--- config.mk ---
export PLATFORM = sky130hd
export DESIGN_NAME = leaf_stream2packet
export DESIGN_NICKNAME = d
export VERILOG_FILES = /design/src/rtl/leaf_pkg.sv /design/src/rtl/rr_arbiter.sv /design/src/rtl/leaf_stream2packet.sv
export SDC_FILE = /design/constraint.sdc
export NUM_CORES = 1
export LEC_CHECK = 0
export CAP_MARGIN = 20
export CORE_UTILIZATION = 55
export CTS_CLUSTER_SIZE = 16
export DETAILED_ROUTE_END_ITERATION = 7
export DONT_BUFFER_PORTS = 1
export PLACE_DENSITY = 0.72
export SYNTH_ARGS = -nofsm -noshare
export SYNTH_HDL_FRONTEND = slang
export SYNTH_SLANG_ARGS = --single-unit
--- constraint.sdc ---
create_clock -name clk -period 5.4 [get_ports clk]
set_input_delay 1.08 -clock clk [delete_from_list [all_inputs] [get_ports clk]]
set_output_delay 1.08 -clock clk [all_outputs]
set_load 0.01 [all_outputs]
--- src/rtl/leaf_pkg.sv ---
// leaf_pkg: packet field layout and remote buffer depth shared by the leaf interface
package leaf_pkg;
  localparam int LEAF_LSB = 43;
  localparam int PORT_LSB = 39;
  localparam int ADDR_LSB = 32;
  localparam int BUF_DEPTH = 128;
  typedef struct packed {
    logic valid;
    logic [4:0] leaf;
    logic [3:0] port;
    logic [6:0] addr;
    logic [31:0] payload;
  } packet_t;
endpackage

--- src/rtl/rr_arbiter.sv ---
// rr_arbiter: round-robin one-hot grant; pointer moves past the winner when advance is set
module rr_arbiter #(
  parameter int NUM_REQ = 3
) (
  input  logic               clk,
  input  logic               reset,
  input  logic [NUM_REQ-1:0] req,
  input  logic               advance,
  output logic [NUM_REQ-1:0] grant
);
  localparam int PW = NUM_REQ > 1 ? $clog2(NUM_REQ) : 1;
  logic [PW-1:0] ptr, gidx;
  always_comb begin
    grant = '0;
    gidx = ptr;
    for (int k = NUM_REQ - 1; k >= 0; k--) begin
      if (req[(int'(ptr) + k) % NUM_REQ]) begin
        grant = '0;
        grant[(int'(ptr) + k) % NUM_REQ] = 1'b1;
        gidx = PW'((int'(ptr) + k) % NUM_REQ);
      end
    end
  end
  always_ff @(posedge clk) begin
    if (reset) ptr <= '0;
    else if (advance) ptr <= (gidx == PW'(NUM_REQ - 1)) ? '0 : gidx + 1'b1;
  end
endmodule

--- src/rtl/leaf_stream2packet.sv ---
// leaf_stream2packet: arbitrates user streams into BFT packets with per-stream credits
// Credit counters are built only when LEAF_TX_CREDIT_EN is defined.
module leaf_stream2packet
  import leaf_pkg::*;
#(
  parameter int PACKET_BITS = 49,
  parameter int PAYLOAD_BITS = 32,
  parameter int NUM_LEAF_BITS = 5,
  parameter int NUM_PORT_BITS = 4,
  parameter int NUM_ADDR_BITS = 7,
  parameter int NUM_OUT_PORTS = 3,
  parameter int NUM_BRAM_ADDR_BITS = 7,
  parameter int FREESPACE_UPDATE_SIZE = 64
) (
  input  logic                                  clk,
  input  logic                                  reset,
  input  logic                                  ap_start,
  input  logic [NUM_OUT_PORTS*PAYLOAD_BITS-1:0] din_leaf_user2interface,
  input  logic [NUM_OUT_PORTS-1:0]              vld_user2interface,
  output logic [NUM_OUT_PORTS-1:0]              ack_interface2user,
  input  logic                                  cfg_wr_en,
  input  logic [NUM_PORT_BITS-1:0]              cfg_stream,
  input  logic [NUM_LEAF_BITS-1:0]              cfg_leaf,
  input  logic [NUM_PORT_BITS-1:0]              cfg_port,
  input  logic                                  credit_vld,
  input  logic [NUM_PORT_BITS-1:0]              credit_stream,
  input  logic                                  resend,
  output logic [PACKET_BITS-1:0]                dout_leaf_interface2bft
);
  logic started;
  logic [NUM_OUT_PORTS-1:0] cfg_valid, cfg_hit, credit_ok, elig, grant;
  logic [NUM_LEAF_BITS-1:0] leaf [NUM_OUT_PORTS];
  logic [NUM_PORT_BITS-1:0] port [NUM_OUT_PORTS];
  logic [NUM_ADDR_BITS-1:0] addr [NUM_OUT_PORTS];
  logic [PACKET_BITS-1:0] pkt;
  always_comb
    for (int i = 0; i < NUM_OUT_PORTS; i++) cfg_hit[i] = cfg_wr_en && cfg_stream == NUM_PORT_BITS'(i);
  assign elig = {NUM_OUT_PORTS{started & ~resend}} & vld_user2interface & cfg_valid & credit_ok;
  assign ack_interface2user = grant;
  rr_arbiter #(.NUM_REQ(NUM_OUT_PORTS)) u_arb (
    .clk(clk),
    .reset(reset),
    .req(elig),
    .advance(|grant),
    .grant(grant)
  );
  always_ff @(posedge clk) begin
    started <= reset ? 1'b0 : started | ap_start;
    for (int i = 0; i < NUM_OUT_PORTS; i++) begin
      if (reset) begin
        cfg_valid[i] <= 1'b0;
        leaf[i] <= '0;
        port[i] <= '0;
        addr[i] <= '0;
      end else if (cfg_hit[i]) begin
        cfg_valid[i] <= 1'b1;
        leaf[i] <= cfg_leaf;
        port[i] <= cfg_port;
        addr[i] <= '0;
      end else if (grant[i]) addr[i] <= addr[i] + 1'b1;
    end
  end
`ifdef LEAF_TX_CREDIT_EN
  localparam int CW = NUM_BRAM_ADDR_BITS + 1;
  logic [CW-1:0] credit [NUM_OUT_PORTS];
  logic [CW:0] credit_sum [NUM_OUT_PORTS];
  always_comb begin
    for (int i = 0; i < NUM_OUT_PORTS; i++) begin
      credit_ok[i] = credit[i] != '0;
      credit_sum[i] = (CW+1)'(credit[i]) - (CW+1)'(grant[i])
        + ((credit_vld && credit_stream == NUM_PORT_BITS'(i)) ? (CW+1)'(FREESPACE_UPDATE_SIZE) : '0);
    end
  end
  always_ff @(posedge clk) begin
    for (int i = 0; i < NUM_OUT_PORTS; i++) begin
      if (reset || cfg_hit[i]) credit[i] <= CW'(BUF_DEPTH);
      else credit[i] <= (credit_sum[i] > (CW+1)'(BUF_DEPTH)) ? CW'(BUF_DEPTH) : credit_sum[i][CW-1:0];
    end
  end
`else
  logic unused_credit;
  assign credit_ok = '1;
  assign unused_credit = ^{credit_vld, credit_stream} ^ (FREESPACE_UPDATE_SIZE != 0) ^ (NUM_BRAM_ADDR_BITS != 0);
`endif
  always_comb begin
    pkt = '0;
    for (int i = 0; i < NUM_OUT_PORTS; i++) begin
      if (grant[i]) begin
        pkt[PACKET_BITS-1] = 1'b1;
        pkt[LEAF_LSB +: NUM_LEAF_BITS] = leaf[i];
        pkt[PORT_LSB +: NUM_PORT_BITS] = port[i];
        pkt[ADDR_LSB +: NUM_ADDR_BITS] = addr[i];
        pkt[0 +: PAYLOAD_BITS] = din_leaf_user2interface[i*PAYLOAD_BITS +: PAYLOAD_BITS];
      end
    end
  end
  always_ff @(posedge clk) begin
    if (reset) dout_leaf_interface2bft <= '0;
    else if (!resend) dout_leaf_interface2bft <= pkt;
  end
endmodule

==> results.yml, run 1 <==
outcome:
  outcome: "completed"
global_routing:
  track_usage_pct: 28.4
  grt_first_pass_wirelength_um: 24700
  overflow: 0
  antenna_found_initial: 0
  grt_max_degree: 65
  grt_pass1_vias: 4892
run:
  max_cap_violations: 0
logic_synthesis:
  synth_top_area_share_pct: 25.1
  synthSimpleGateAreaFrac_pct: 19.1
  synth-xor-area-share_pct: 2.29
  synth_edf_count: 48
  synthArstFlopShare_pct: 0
  syn_area_um2: 5750
  yosys_register_bits: 103
  synth_warnings: 0
  synth_fa_ha_area_share_pct: 1.52
  ys_types: 59
  syn_area_per_cell_um2: 9.69
  syn_inst: 593
  ys_top_cells_by_area: "edfxtp_1, dfxtp_1, a41oi_1"
  synth_top_family_by_area: "compound AO/OA/AOI/OAI gates"
  synth_compound_area_share_pct: 26.4
  yosys.area.top_type: "edfxtp_1"
  ys.flop_type: "dfxtp_1"
  ys_seq_area_share_pct: 44.2
  synthMuxAreaShare_pct: 0.740
  mappedNetlistNets: 722
finish:
  finalNetCount: 684
  final_cell_area_um2: 5980
  syn_to_final_growth_pct: 4.01
  layoutNonFillerInstCount: 693
  layout_common_cells: "nand2_1, dfxtp_1, o21ai_0"
  drive_gt1_share_pct: 10.9
  final_common_cell: "nand2_1"
  diodes: 0
  post-route-util_pct: 60.1
clock_network:
  post_cts_resized: 0
  cts_sinks: 103
  path_clk_slew_ns: 0.11
  cts-hold-fix-buffers: 0
  root_buffer: "clkbuf_8"
  clock_latency_ns: 0.38
  cts_buffer_depth: 2
  htree_levels: 3
  cts_setup_buffers: 0
  cts_tree: "done"
  cts_buffers: 9
floorplan:
  start_util_pct: 57.7
  num_rows: 36
  pin_count: 174
  die_h_um: 104
  coreArea_um2: 9950
  dieWidth_um: 104
  dieArea_um2: 10900
power_and_ir_drop:
  total_power_mw: 1.50
  p_per_area_nw_per_um2: 251
  switching_share_pct: 25.6
  clockPowerShare_pct: 34.7
  comb_power_share_pct: 6.0
  ir_drop_v: 0.000162
  leakagePower_nw: 1.80
  switchingPower_mw: 0.384
  internal_power_mw: 1.11
  p_seq_share_pct: 59.3
sta:
  period_needed_ns: 3.84
  finalClockSkew_ns: 0.0149
  hold_ws_ns: 0.491
  setup_viol: 0
  final-hold-violation-count: 0
  finalWorstSetupSlack_ns: 1.56
  slew-limit-headroom_pct: 32.9
  period_share_pct: 71.1
  drv_slew: 0
  rsz0062_at_grt: "false"
  max_clock_freq_ghz: 0.261
  tightest_slew_ns: 1.00
  tns_ns: 0
critical_path:
  cp.required_ns: 4.32
  worstRegToRegCells: 8
  crit_arrival_ns: 2.76
  r2r_slack_ns: 1.90
  end_kind: "output pin"
  critPathLaunch: "u_arb.ptr[0]"
  cp_max_fo: 15
  r2r_end: "addr[0][3]"
  start_kind: "register"
  crit_type: "reg -> out"
  crit_end: "ack_interface2user[1]"
  reg2reg_from: "u_arb.ptr[0]"
placed_design:
  placed_cells: 675
  hpwl_um: 9940
  port_buffers: 0
  gp_congestion: 0.874
  dpl_worst_slack_ns: 1.70
  placed_area_um2: 5720
detailed_routing:
  drt_first_pass_iters: 5
  wire_per_inst_um: 22.4
  first_iter_violations: 423
  ant_nets: 0
  vias: 4985
  viasPerCell: 7.19
  route.detailed.drc: 0
  wl_um: 15500
worst_hold_path:
  min_path_type: "reg -> reg"
## routing by layer
metal  routed length, um  GRT usage [%]  vias up
li1                    -              -     2244
met1                6350           34.7     2425
met2                7440           47.2      282
met3                1400           8.52       34
met4                 336           10.5        0
met5                   0              0        -
## layout make-up
type                       count  area, um^2
fill                         879        3980
timing repair buffer          11         115
clock buffer                   9         124
multi-input combinational    420        2900
inverter                      10        38.8
sequential                   103        2540
tap                          133         166
clock inverter                 7        91.3
## cell usage after synthesis (2+ instances only)
cell type,number
nand2_1,63
dfxtp_1,55
o21ai_0,54
edfxtp_1,48
nand4_1,48
a41oi_1,38
nor2_1,38
o221ai_1,38
clkbuf_1,35
and2_1,19
and3_1,19
buf_2,18
a41oi_2,10
o221ai_2,10
xnor2_1,9
inv_1,8
nand3_1,8
ha_1,7
xor2_1,6
a21oi_1,4
buf_4,4
a21o_1,3
a22oi_1,3
o21a_1,3
a221o_1,2
a2bb2oi_1,2
and4b_2,2
buf_6,2
inv_2,2
mux2i_1,2
nand2b_1,2
nand4b_1,2
nor2b_1,2
o21ai_1,2
## worst max-delay path, cell delays in order, from the launching register on
cell	delay, ns
dfxtp_1	0.44
ha_1	0.50
nor2_1	0.13
a22oi_2	0.33
a21oi_1	0.24
or3_2	0.53
nand2_1	0.20
## registers in the layout, summed over array words and instances, names as in the netlist
register	count
dout_leaf_interface2bft	49
addr	21
u_arb.ptr	2
leaf	15
cfg_valid	3
port	12
started	1
## power groups by stage
stage	combinational, mW	sequential, mW	clock [mW]
floorplan	0.0738	0.897	0
global route	0.0988	0.893	0.562
global placement	0.0838	0.905	0
finish	0.0902	0.888	0.521
CTS	0.0881	0.888	0.530
detailed placement	0.0878	0.906	0
## kinds of logic after synthesis
family / after synthesis
fa+ha+maj: 7
mux: 3
xor+xnor: 15
flops: 103
simple gates: 213
buf+inv: 70
compound gates: 182
## worst min-delay path by stage
stage                   end         start  depth (start not counted)  slack (ns)
6_report       cfg_valid[0]  cfg_valid[0]                          2        0.49
5_1_grt        cfg_valid[1]  cfg_valid[1]                          2        0.53
4_1_cts        cfg_valid[0]  cfg_valid[0]                          2        0.50
3_5_place_dp   cfg_valid[0]  cfg_valid[0]                          2        0.48
3_3_place_gp   cfg_valid[0]  cfg_valid[0]                          2        0.47
2_1_floorplan  cfg_valid[0]  cfg_valid[0]                          2        0.45
(Power assumes the default switching activity.)
==> run 2, diff against run 1 <==
clock period = 3.9 ns   (was 5.4 ns; I/O delays follow)
==> run 2 against run 1 <==
Effect of this change:
- critical path depth increased by 1
- total power increased by 42%
- clock skew decreased by 0.0011 ns
- clock power increased by 49%
- sequential power increased by 39%
- final cell count increased by 0.29%
==> results.yml, run 2 (synthesis gave the netlist of run 1 again) <==
critical_path:
  cp_max_fo: 15
  crit_family: "simple AND/OR/NAND/NOR gates"
  start_kind: "register"
  critPathBufInv: 1
  critical-path-max-stage-delay_ns: 0.56
  cp.required_ns: 3.12
  end_kind: "output pin"
  crit_arrival_ns: 2.79
  slowest_stage: "or3_2"
  crit_type: "reg -> out"
  cp_cell_sequence: "inv_1 -> ha_1 -> nor2_1 -> a22oi_2 -> a21oi_1 -> or3_2 -> nand2_1"
floorplan:
  start_util_pct: 57.7
  dieArea_um2: 10900
  dieWidth_um: 104
  die_h_um: 104
  coreArea_um2: 9950
  pin_count: 174
  num_rows: 36
detailed_routing:
  first_iter_violations: 469
  viasPerCell: 7.13
  wire_per_inst_um: 22.3
  ant_nets: 0
  wl_um: 15500
  drt_first_pass_iters: 5
  vias: 4952
  route.detailed.drc: 0
run:
  max_cap_violations: 0
power_and_ir_drop:
  p_per_area_nw_per_um2: 356
  p_seq_share_pct: 57.8
  ir_drop_v: 0.000206
  switchingPower_mw: 0.521
  comb_power_share_pct: 5.8
  leakagePower_nw: 1.82
  clockPowerShare_pct: 36.4
  switching_share_pct: 24.5
  internal_power_mw: 1.61
clock_network:
  cts_setup_buffers: 0
  path_clk_slew_ns: 0.10
  root_buffer: "clkbuf_8"
  cts_buffer_depth: 2
  cts_tree: "done"
  post_cts_resized: 0
  clock_latency_ns: 0.37
  cts_buffers: 9
  htree_levels: 3
  cts-hold-fix-buffers: 0
  cts_sinks: 103
finish:
  top_register: "dout_leaf_interface2bft"
  syn_to_final_growth_pct: 4.27
  layout_common_cells: "nand2_1, dfxtp_1, o21ai_0"
  diodes: 0
  largest_register_ffs: 49
  drive_gt1_share_pct: 11.2
  final_common_cell: "nand2_1"
  finalNetCount: 686
  layoutNonFillerInstCount: 695
  top_regs: "dout_leaf_interface2bft (49), addr (21), leaf (15)"
placed_design:
  gp_congestion: 0.839
  placed_cells: 679
  hpwl_um: 10300
  dpl_worst_slack_ns: 0.488
  port_buffers: 0
sta:
  rsz0062_at_grt: "false"
  finalWorstSetupSlack_ns: 0.334
  max_clock_freq_ghz: 0.280
  period_needed_ns: 3.57
  tns_ns: 0
  drv_slew: 0
  slew-limit-headroom_pct: 34.5
  final-hold-violation-count: 0
  period_share_pct: 91.4
  finalClockSkew_ns: 0.0138
  tightest_slew_ns: 0.980
  setup_viol: 0
outcome:
  outcome: "completed"
global_routing:
  antenna_found_initial: 0
  grt_first_pass_wirelength_um: 24800
  grt_pass1_vias: 4950
  grt_max_degree: 58
  track_usage_pct: 28.3
  overflow: 0
worst_hold_path:
  min_path_type: "in -> reg"
-- run 2: cell count changes in the layout (fill, tap and decap cells not counted), sizes merged --
cell / change
buf: +2
bufinv: +1
clkinv: -2
inv: +2
clkinvlp: -1
-- run 2: final timing paths --
kind	cells past startpoint	slack [ns]	end	start
setup / recovery	7	0.33	ack_interface2user[1]	u_arb.ptr[1]
setup reg to reg	9	0.41	dout_leaf_interface2bft[25]	u_arb.ptr[1]
hold / removal	1	0.48	cfg_valid[2]	reset
hold reg to reg	2	0.51	cfg_valid[0]	cfg_valid[0]
-- run 2: through the flow --
stage                     cell area [um^2]  utilization [%]  hold slack (ns)  power (mW)
after floorplan                       5750                -            0.447        1.34
after global placement                5760             57.8            0.481        1.37
after detailed placement              5760             57.8            0.493        1.38
after CTS                             5990             60.2            0.457        2.15
after global routing                  5990             60.2            0.448        2.21
final                                 5990             60.2            0.476        2.13
-- run 2: power groups by stage --
stage | clock network, mW | registers, mW | logic (mW)
floorplan | 0 | 1.24 | 0.102
global placement | 0 | 1.25 | 0.118
detailed placement | 0 | 1.26 | 0.123
CTS | 0.795 | 1.23 | 0.123
global route | 0.834 | 1.24 | 0.136
finish | 0.777 | 1.23 | 0.124
-- run 2: final cells by class --
class,count,area (um^2)
multi-input combinational,420,2900
clock buffer,9,124
clock inverter,7,111
timing repair buffer,13,110
tap,133,166
sequential,103,2540
fill,882,3960
inverter,10,38.8
-- run 2: per-layer routing --
metal / up-vias / wire length [um] / GRT usage (%)
li1: 2256 / - / -
met1: 2423 / 6280 / 35.3
met2: 253 / 7790 / 47.9
met3: 20 / 1290 / 7.33
met4: 0 / 159 / 8.57
met5: - / 0 / 0
